File: src/rtl/axi4_rd_arbiter_if.sv
// AXI4 read-address / read-data channel bundle.
// master drives AR and RREADY; slave drives ARREADY and R.
interface axi4_rd_arbiter_if #(
    parameter int ADDR_W = 32,
    parameter int DATA_W = 32,
    parameter int ID_W   = 4
);
    logic [ID_W-1:0]   ARID;
    logic [ADDR_W-1:0] ARADDR;
    logic [7:0]        ARLEN;
    logic [2:0]        ARSIZE;
    logic [1:0]        ARBURST;
    logic              ARVALID;
    logic              ARREADY;
    logic [ID_W-1:0]   RID;
    logic [DATA_W-1:0] RDATA;
    logic [1:0]        RRESP;
    logic              RLAST;
    logic              RVALID;
    logic              RREADY;

    modport master (
        output ARID, ARADDR, ARLEN, ARSIZE, ARBURST, ARVALID,
        input  ARREADY,
        input  RID, RDATA, RRESP, RLAST, RVALID,
        output RREADY
    );

    modport slave (
        input  ARID, ARADDR, ARLEN, ARSIZE, ARBURST, ARVALID,
        output ARREADY,
        output RID, RDATA, RRESP, RLAST, RVALID,
        input  RREADY
    );
endinterface

File: src/rtl/axi4_rd_arbiter.sv
// Round-robin arbiter sharing one AXI4 read channel between the
// instruction-fetch and data-load requesters, one beat in flight.
module axi4_rd_arbiter #(
    parameter int ADDR_W = 32,
    parameter int DATA_W = 32,
    parameter int ID_W   = 4
) (
    input  logic              ACLK,
    input  logic              ARESET,
    input  logic              inst_rd_en,
    input  logic [ADDR_W-1:0] inst_rd_addr,
    output logic              inst_rd_valid,
    output logic [DATA_W-1:0] inst_rd_data,
    output logic              inst_rd_err,
    input  logic              data_rd_en,
    input  logic [ADDR_W-1:0] data_rd_addr,
    input  logic [2:0]        data_rd_size,
    output logic              data_rd_valid,
    output logic [DATA_W-1:0] data_rd_data,
    output logic              data_rd_err,
    axi4_rd_arbiter_if.master axi
);
    typedef enum logic [1:0] {
        IDLE = 2'd0,
        ADDR = 2'd1,
        DATA = 2'd2
    } state_t;

    state_t            state;
    state_t            state_nx;
    logic              last_grant;
    logic              owner;
    logic              inst_elig;
    logic              data_elig;
    logic              any_req;
    logic              win;
    logic              grant;
    logic              r_hs;
    logic              rsp_err;
    logic              arvalid;
    logic              rready;
    logic [ADDR_W-1:0] araddr;
    logic [ID_W-1:0]   arid;
    logic [2:0]        arsize;

    // A requester whose response is being delivered this cycle
    // still holds rd_en; masking it stops a duplicate issue.
    assign inst_elig = inst_rd_en && !inst_rd_valid;
    assign data_elig = data_rd_en && !data_rd_valid;
    assign any_req   = inst_elig || data_elig;
    assign win       = (inst_elig && data_elig) ? ~last_grant
                                                : data_elig;
    assign grant     = (state == IDLE) && any_req;
    assign r_hs      = (state == DATA) && axi.RVALID;
    assign rsp_err   = (axi.RRESP != 2'b00) || (axi.RID != arid)
                       || !axi.RLAST;

    // State register
    always_ff @(posedge ACLK or posedge ARESET) begin
        if (ARESET) state <= IDLE;
        else        state <= state_nx;
    end

    // Next state; AR/R handshake strobes decode from the state
    always_comb begin
        state_nx = state;
        arvalid  = 1'b0;
        rready   = 1'b0;
        unique case (state)
            IDLE: if (any_req) state_nx = ADDR;
            ADDR: begin
                arvalid = 1'b1;
                if (axi.ARREADY) state_nx = DATA;
            end
            DATA: begin
                rready = 1'b1;
                if (axi.RVALID) state_nx = IDLE;
            end
            default: state_nx = IDLE;
        endcase
    end

    // Grant: remember the winner and latch its AR fields
    always_ff @(posedge ACLK or posedge ARESET) begin
        if (ARESET) begin
            last_grant <= 1'b1;
            owner      <= 1'b0;
            araddr     <= '0;
            arid       <= '0;
            arsize     <= '0;
        end else if (grant) begin
            last_grant <= win;
            owner      <= win;
            araddr     <= win ? data_rd_addr : inst_rd_addr;
            arid       <= win ? ID_W'(1) : '0;
            arsize     <= win ? data_rd_size : 3'b010;
        end
    end

    // Response: steer RDATA to the owner with a one-cycle valid
    always_ff @(posedge ACLK or posedge ARESET) begin
        if (ARESET) begin
            inst_rd_valid <= 1'b0;
            inst_rd_data  <= '0;
            inst_rd_err   <= 1'b0;
            data_rd_valid <= 1'b0;
            data_rd_data  <= '0;
            data_rd_err   <= 1'b0;
        end else begin
            inst_rd_valid <= 1'b0;
            inst_rd_err   <= 1'b0;
            data_rd_valid <= 1'b0;
            data_rd_err   <= 1'b0;
            if (r_hs && owner) begin
                data_rd_valid <= 1'b1;
                data_rd_data  <= axi.RDATA;
                data_rd_err   <= rsp_err;
            end else if (r_hs) begin
                inst_rd_valid <= 1'b1;
                inst_rd_data  <= axi.RDATA;
                inst_rd_err   <= rsp_err;
            end
        end
    end

    assign axi.ARID    = arid;
    assign axi.ARADDR  = araddr;
    assign axi.ARLEN   = 8'd0;
    assign axi.ARSIZE  = arsize;
    assign axi.ARBURST = 2'b01;
    assign axi.ARVALID = arvalid;
    assign axi.RREADY  = rready;
endmodule

File: src/flat_wrapper.sv
// flat-port wrapper written by rule: the top's interface ports become plain ports
module axi4_rd_arbiter_flat 
#(
    parameter int ADDR_W = 32,
    parameter int DATA_W = 32,
    parameter int ID_W   = 4
)
  (ACLK, ARESET, inst_rd_en, inst_rd_addr, inst_rd_valid, inst_rd_data, inst_rd_err, data_rd_en, data_rd_addr, data_rd_size, data_rd_valid, data_rd_data, data_rd_err, axi_ARID, axi_ARADDR, axi_ARLEN, axi_ARSIZE, axi_ARBURST, axi_ARVALID, axi_ARREADY, axi_RID, axi_RDATA, axi_RRESP, axi_RLAST, axi_RVALID, axi_RREADY);
  axi4_rd_arbiter_if #(.ADDR_W(ADDR_W), .DATA_W(DATA_W), .ID_W(ID_W)) axi_i ();
  input  logic ACLK;
  input  logic ARESET;
  input  logic inst_rd_en;
  input  logic [ADDR_W-1:0] inst_rd_addr;
  output logic inst_rd_valid;
  output logic [DATA_W-1:0] inst_rd_data;
  output logic inst_rd_err;
  input  logic data_rd_en;
  input  logic [ADDR_W-1:0] data_rd_addr;
  input  logic [2:0] data_rd_size;
  output logic data_rd_valid;
  output logic [DATA_W-1:0] data_rd_data;
  output logic data_rd_err;
  output wire logic [$bits(axi_i.ARID)-1:0] axi_ARID;
  output wire logic [$bits(axi_i.ARADDR)-1:0] axi_ARADDR;
  output wire logic [$bits(axi_i.ARLEN)-1:0] axi_ARLEN;
  output wire logic [$bits(axi_i.ARSIZE)-1:0] axi_ARSIZE;
  output wire logic [$bits(axi_i.ARBURST)-1:0] axi_ARBURST;
  output wire logic [$bits(axi_i.ARVALID)-1:0] axi_ARVALID;
  input wire logic [$bits(axi_i.ARREADY)-1:0] axi_ARREADY;
  input wire logic [$bits(axi_i.RID)-1:0] axi_RID;
  input wire logic [$bits(axi_i.RDATA)-1:0] axi_RDATA;
  input wire logic [$bits(axi_i.RRESP)-1:0] axi_RRESP;
  input wire logic [$bits(axi_i.RLAST)-1:0] axi_RLAST;
  input wire logic [$bits(axi_i.RVALID)-1:0] axi_RVALID;
  output wire logic [$bits(axi_i.RREADY)-1:0] axi_RREADY;
  assign axi_ARID = axi_i.ARID;
  assign axi_ARADDR = axi_i.ARADDR;
  assign axi_ARLEN = axi_i.ARLEN;
  assign axi_ARSIZE = axi_i.ARSIZE;
  assign axi_ARBURST = axi_i.ARBURST;
  assign axi_ARVALID = axi_i.ARVALID;
  assign axi_i.ARREADY = axi_ARREADY;
  assign axi_i.RID = axi_RID;
  assign axi_i.RDATA = axi_RDATA;
  assign axi_i.RRESP = axi_RRESP;
  assign axi_i.RLAST = axi_RLAST;
  assign axi_i.RVALID = axi_RVALID;
  assign axi_RREADY = axi_i.RREADY;
  axi4_rd_arbiter #(.ADDR_W(ADDR_W), .DATA_W(DATA_W), .ID_W(ID_W)) u_core (.ACLK(ACLK), .ARESET(ARESET), .inst_rd_en(inst_rd_en), .inst_rd_addr(inst_rd_addr), .inst_rd_valid(inst_rd_valid), .inst_rd_data(inst_rd_data), .inst_rd_err(inst_rd_err), .data_rd_en(data_rd_en), .data_rd_addr(data_rd_addr), .data_rd_size(data_rd_size), .data_rd_valid(data_rd_valid), .data_rd_data(data_rd_data), .data_rd_err(data_rd_err), .axi(axi_i));
endmodule
File: config.mk
export PLATFORM = sky130hd
export DESIGN_NAME = axi4_rd_arbiter_flat
export DESIGN_NICKNAME = d
export VERILOG_FILES = /design/src/rtl/axi4_rd_arbiter_if.sv /design/src/rtl/axi4_rd_arbiter.sv /design/src/flat_wrapper.sv
export SDC_FILE = /design/constraint.sdc
export NUM_CORES = 1
export LEC_CHECK = 0
export ABC_CLOCK_PERIOD_IN_PS = 3500
export CAP_MARGIN = 10
export CORE_AREA = 2 2 143 145
export DETAILED_ROUTE_END_ITERATION = 8
export DIE_AREA = 0 0 145 147
export PLACE_DENSITY = 0.55
export SLEW_MARGIN = 20
export SYNTH_ARGS = -nofsm -noshare
export SYNTH_HDL_FRONTEND = slang
export SYNTH_SLANG_ARGS = --single-unit
File: constraint.sdc
create_clock -name ACLK -period 3.5 [get_ports ACLK]
set_input_delay 0.875 -clock ACLK [delete_from_list [all_inputs] [get_ports ACLK]]
set_output_delay 0.875 -clock ACLK [all_outputs]
set_load 0.02 [all_outputs]
==> flow_summary.rst <==
.. list-table::
   :header-rows: 1

   * - Metric
     - Value
   * - Outcome
     - finished, final reports clean
   * - Count of inserted antenna diode cells
     - 0
   * - Count of vias placed by the detailed router
     - 3605
   * - Sum of negative setup slack
     - 0 ps
   * - Switching share of power
     - 37.1%
   * - Final count of hold timing violations
     - 0
   * - Worst Hold Class
     - register to register
   * - Layout cells sized above 1
     - 16.2%
   * - Drc violations
     - 0
   * - Fin crit period
     - 2580 ps
   * - Endpoint of the most critical register-to-register path
     - u_core.data_rd_data[4]
   * - Vertical die dimension
     - 147 microns
   * - Routed Antenna Nets
     - 0
   * - DPL Wire Length
     - 9670 microns
   * - Buffer type at the clock tree root
     - clkbuf_16
   * - Post-detailed-placement cell area
     - 0.00706 sq mm
   * - H-tree Lvls
     - 3
   * - Worst Setup Slack post-DPL
     - between 500 and 600 ps
   * - Endpoint type of the worst setup path
     - output pin
   * - Crit share post-route
     - 73.7%
   * - Floorplan die area
     - 0.0213 sq mm
   * - Most area-hungry cell type in the Yosys netlist
     - dfrtp_1
   * - Share of power burned in combinational logic
     - 51.0%
   * - Synth top area share
     - 56.4%
   * - Startpoint Class
     - register
   * - Top Family by Delay on Critical Path
     - buffers and inverters
   * - Placeable Area
     - 0.0198 sq mm
   * - Fraction of power consumed by sequential logic
     - 32.3%
   * - Skew final
     - 9.80 ps
   * - Hold Crit Depth
     - 2
   * - Count of input and output buffers
     - ~220
   * - First-pass GRT wire length
     - ~22000 microns
   * - Antenna violations before repair
     - 0
   * - Number of global-route vias before repair
     - 3849
   * - Iteration count of the initial detailed-routing pass
     - 4
   * - Min-Delay Endpoint
     - u_core.last_grant
   * - Actual transition at the worst max-transition pin
     - 994 ps
   * - Floorplan die width
     - between 100 and 150 microns
   * - Clock slew at reported path FFs
     - ~70 ps
   * - Cells after Synth
     - between 300 and 400
   * - Unrepaired setup endpoints after global routing
     - no
   * - I/O pin cnt
     - 231
   * - Category of the most critical setup path
     - register to output pin
   * - Later-pin clock latency in the skew report
     - roughly 360 ps
   * - Cts-stage hold buffer count
     - 0
   * - Origin of the worst setup path
     - u_core.axi.ARID[0]
   * - Int Pwr
     - 4320 uW
   * - Post-Layout Inst Area
     - 0.00739 sq mm
   * - Starting density of the core
     - 23.7%
   * - Largest net degree at the start of global routing
     - 108
   * - CTS tree
     - done
   * - Filler cell count in the final layout
     - 1951
   * - Power dissipated by switching net loads
     - ~2600 uW
   * - Proportion of synthesized chip area in sequential cells
     - 57.0%
   * - Wirelength, routed
     - between 10000 and 15000 microns
   * - Number of buffers and inverters on the critical path
     - 1
   * - Count of flip-flops with a built-in enable after synthesis
     - 0
   * - Final routed wire length divided by cell count
     - 15.7 microns
   * - Number of synthesized register bits
     - 107
   * - Worst path setup slack after routing
     - just over 900 ps
   * - # resized after CTS
     - 0
   * - Endpoint arrival time on the critical path
     - about 1700 ps
   * - Cell Area, Synth
     - between 0.004 and 0.005 sq mm
   * - Syn. warnings
     - 0
   * - Cells along the critical path
     - clkdlybuf4s50_1
   * - Tot Pwr
     - 6880 uW
   * - Worst slew margin relative to its limit
     - 33.5%
   * - Max Transition Viols Final
     - 0
   * - Number of maximum-capacitance violations
     - 0
   * - Top post-synthesis cells by area
     - dfrtp_1 (56%), mux2_4 (18%), a21oi_1 (6.8%)
   * - Total clock buffers created by CTS
     - 9
   * - Layout net count
     - 693
   * - Hold wc startpoint
     - u_core.last_grant
   * - Critical path fanouts, max
     - 6
   * - P per Cell Area
     - 930 mW/mm^2
   * - Final setup violation count
     - 0
   * - GR Overflow Total
     - 0
   * - Critical path required time
     - 2620 ps
   * - Cell with the largest stage delay on the worst path
     - clkdlybuf4s50_1
   * - Achievable frequency
     - 0.388 GHz
   * - Maximum count of clock buffers along a single path
     - 2
   * - FP Rows
     - 52
   * - Number of post-CTS setup repair buffers
     - 0
   * - RR Startpoint
     - u_core.axi.ARID[0]
   * - Mean instance size in the synthesized netlist
     - 12.7 sq um
   * - Detailed router's first-iteration violation count
     - 183
   * - Share of total power in the clock network
     - approximately 17%
   * - Longest individual stage delay on the worst path
     - 720 ps
   * - Total Routing Usage GR
     - 12.9%
   * - Leakage power figure
     - 0.00322 uW
   * - Worst-case vdd ir drop
     - 456 uV
   * - Synth Flop Type
     - dfrtp_1
   * - # placed instances
     - 840
   * - FF-to-FF path depth
     - 3
   * - Syn-to-layout area delta
     - 57.2%
   * - Flop-to-flop setup slack
     - 1460 ps
   * - Weighted congestion reported at the end of routability-driven placement
     - between 0.7 and 0.8
   * - Fraction of registers with async set/reset
     - 100%
   * - Yosys cell types
     - 32
   * - Via density per instance
     - 4.21
   * - Number of standard cells in the layout, taps in and fillers out
     - 856
   * - Clk sink count
     - 107
[sequential cells by signal, summed over array words and instances (netlist names)]
register	flops
u_core.axi.ARADDR	32
u_core.data_rd_data	32
u_core.inst_rd_data	32
u_core.axi.ARSIZE	3
u_core.state	2
u_core.axi.ARID	1
u_core.data_rd_err	1
u_core.data_rd_valid	1
u_core.inst_rd_err	1
u_core.inst_rd_valid	1
u_core.last_grant	1
[worst reg2reg max path, stage by stage, from the launching register on]
cell     delay (ps)
dfrtp_1         640
nand3_4         620
buf_4           390
mux2_4          290
[layer usage]
layer	up-vias	global-route usage, %	wire length [microns]
met1	1769	16.8	5860
li1	1644	-	-
met4	0	4.90	286
met2	173	19.9	6210
met5	-	0	0
met3	19	4.13	1100
[metrics by stage]
stage          hold slack, ps  util [%]
2_1_floorplan             439         -
3_3_place_gp              451      35.6
3_5_place_dp              460      35.6
4_1_cts                   471      37.2
5_1_grt                   490      37.2
6_report                  466      37.2
[kinds of logic (layout without fill, tap and decap cells)]
kind of cell | after synthesis | after routing | synth area share, %
flops | 107 | 107 | 57.0
simple gates | 86 | 86 | 8.52
compound gates | 71 | 71 | 7.85
mux | 64 | 64 | 19.9
buf+inv | 40 | 244 | 6.41
other cells | 2 | 13 | 0.160
xor+xnor | 1 | 1 | 0.186
[power groups by stage]
stage | logic [uW] | registers (uW) | clock network, uW
6_report | 3510 | 2220 | 1150
5_1_grt | 3730 | 2310 | 1240
4_1_cts | 3550 | 2230 | 1180
3_5_place_dp | 3540 | 2230 | 0
3_3_place_gp | 3500 | 2230 | 0
2_1_floorplan | 1270 | 2880 | 0
[layout make-up]
cell class / count / area [sq um] / area share [%]
Clock buffer: 9 / 225 / 3.05
Sequential cell: 107 / 2680 / 36.3
Tap cell: 270 / 338 / 4.57
Timing Repair Buffer: 224 / 2250 / 30.4
Inverter: 4 / 18.8 / 0.254
Multi-Input combinational cell: 235 / 1770 / 24.0
Clock inverter: 7 / 106 / 1.44
[cell usage after synthesis, types with 3 or more instances]
library cell and instances:
dfrtp_1 106, a21oi_1 64, mux2_4 57, nand2_1 39
nor2_1 35, buf_4 19, mux2_2 7, buf_2 6
clkbuf_1 4, inv_1 4, buf_12 3, buf_6 3
[worst max path at each step]
stage / end / depth (start not counted)
after global placement: u_core.axi.ARADDR[16] / 6
after floorplan: u_core.axi.ARADDR[0] / 1
after global routing: u_core.axi.ARADDR[3] / 6
final: axi_ARID[0] / 1
after detailed placement: u_core.axi.ARADDR[3] / 6
after CTS: axi_ARID[0] / 1
[layout by cell type, fill, tap and decap left out, types with 2 or more instances in the layout]
master,n
inv_1,3
nor2_1,35
clkdlybuf4s50_1,217
buf_4,5
dfrtp_1,106
buf_12,2
nor2b_1,2
mux2_2,7
a22o_1,2
a21oi_1,64
clkbuf_16,9
clkinvlp_4,3
mux2_4,57
bufinv_16,2
conb_1,13
o21ai_0,2
inv_8,2
nand2_1,39
(Power assumes the default switching activity.)
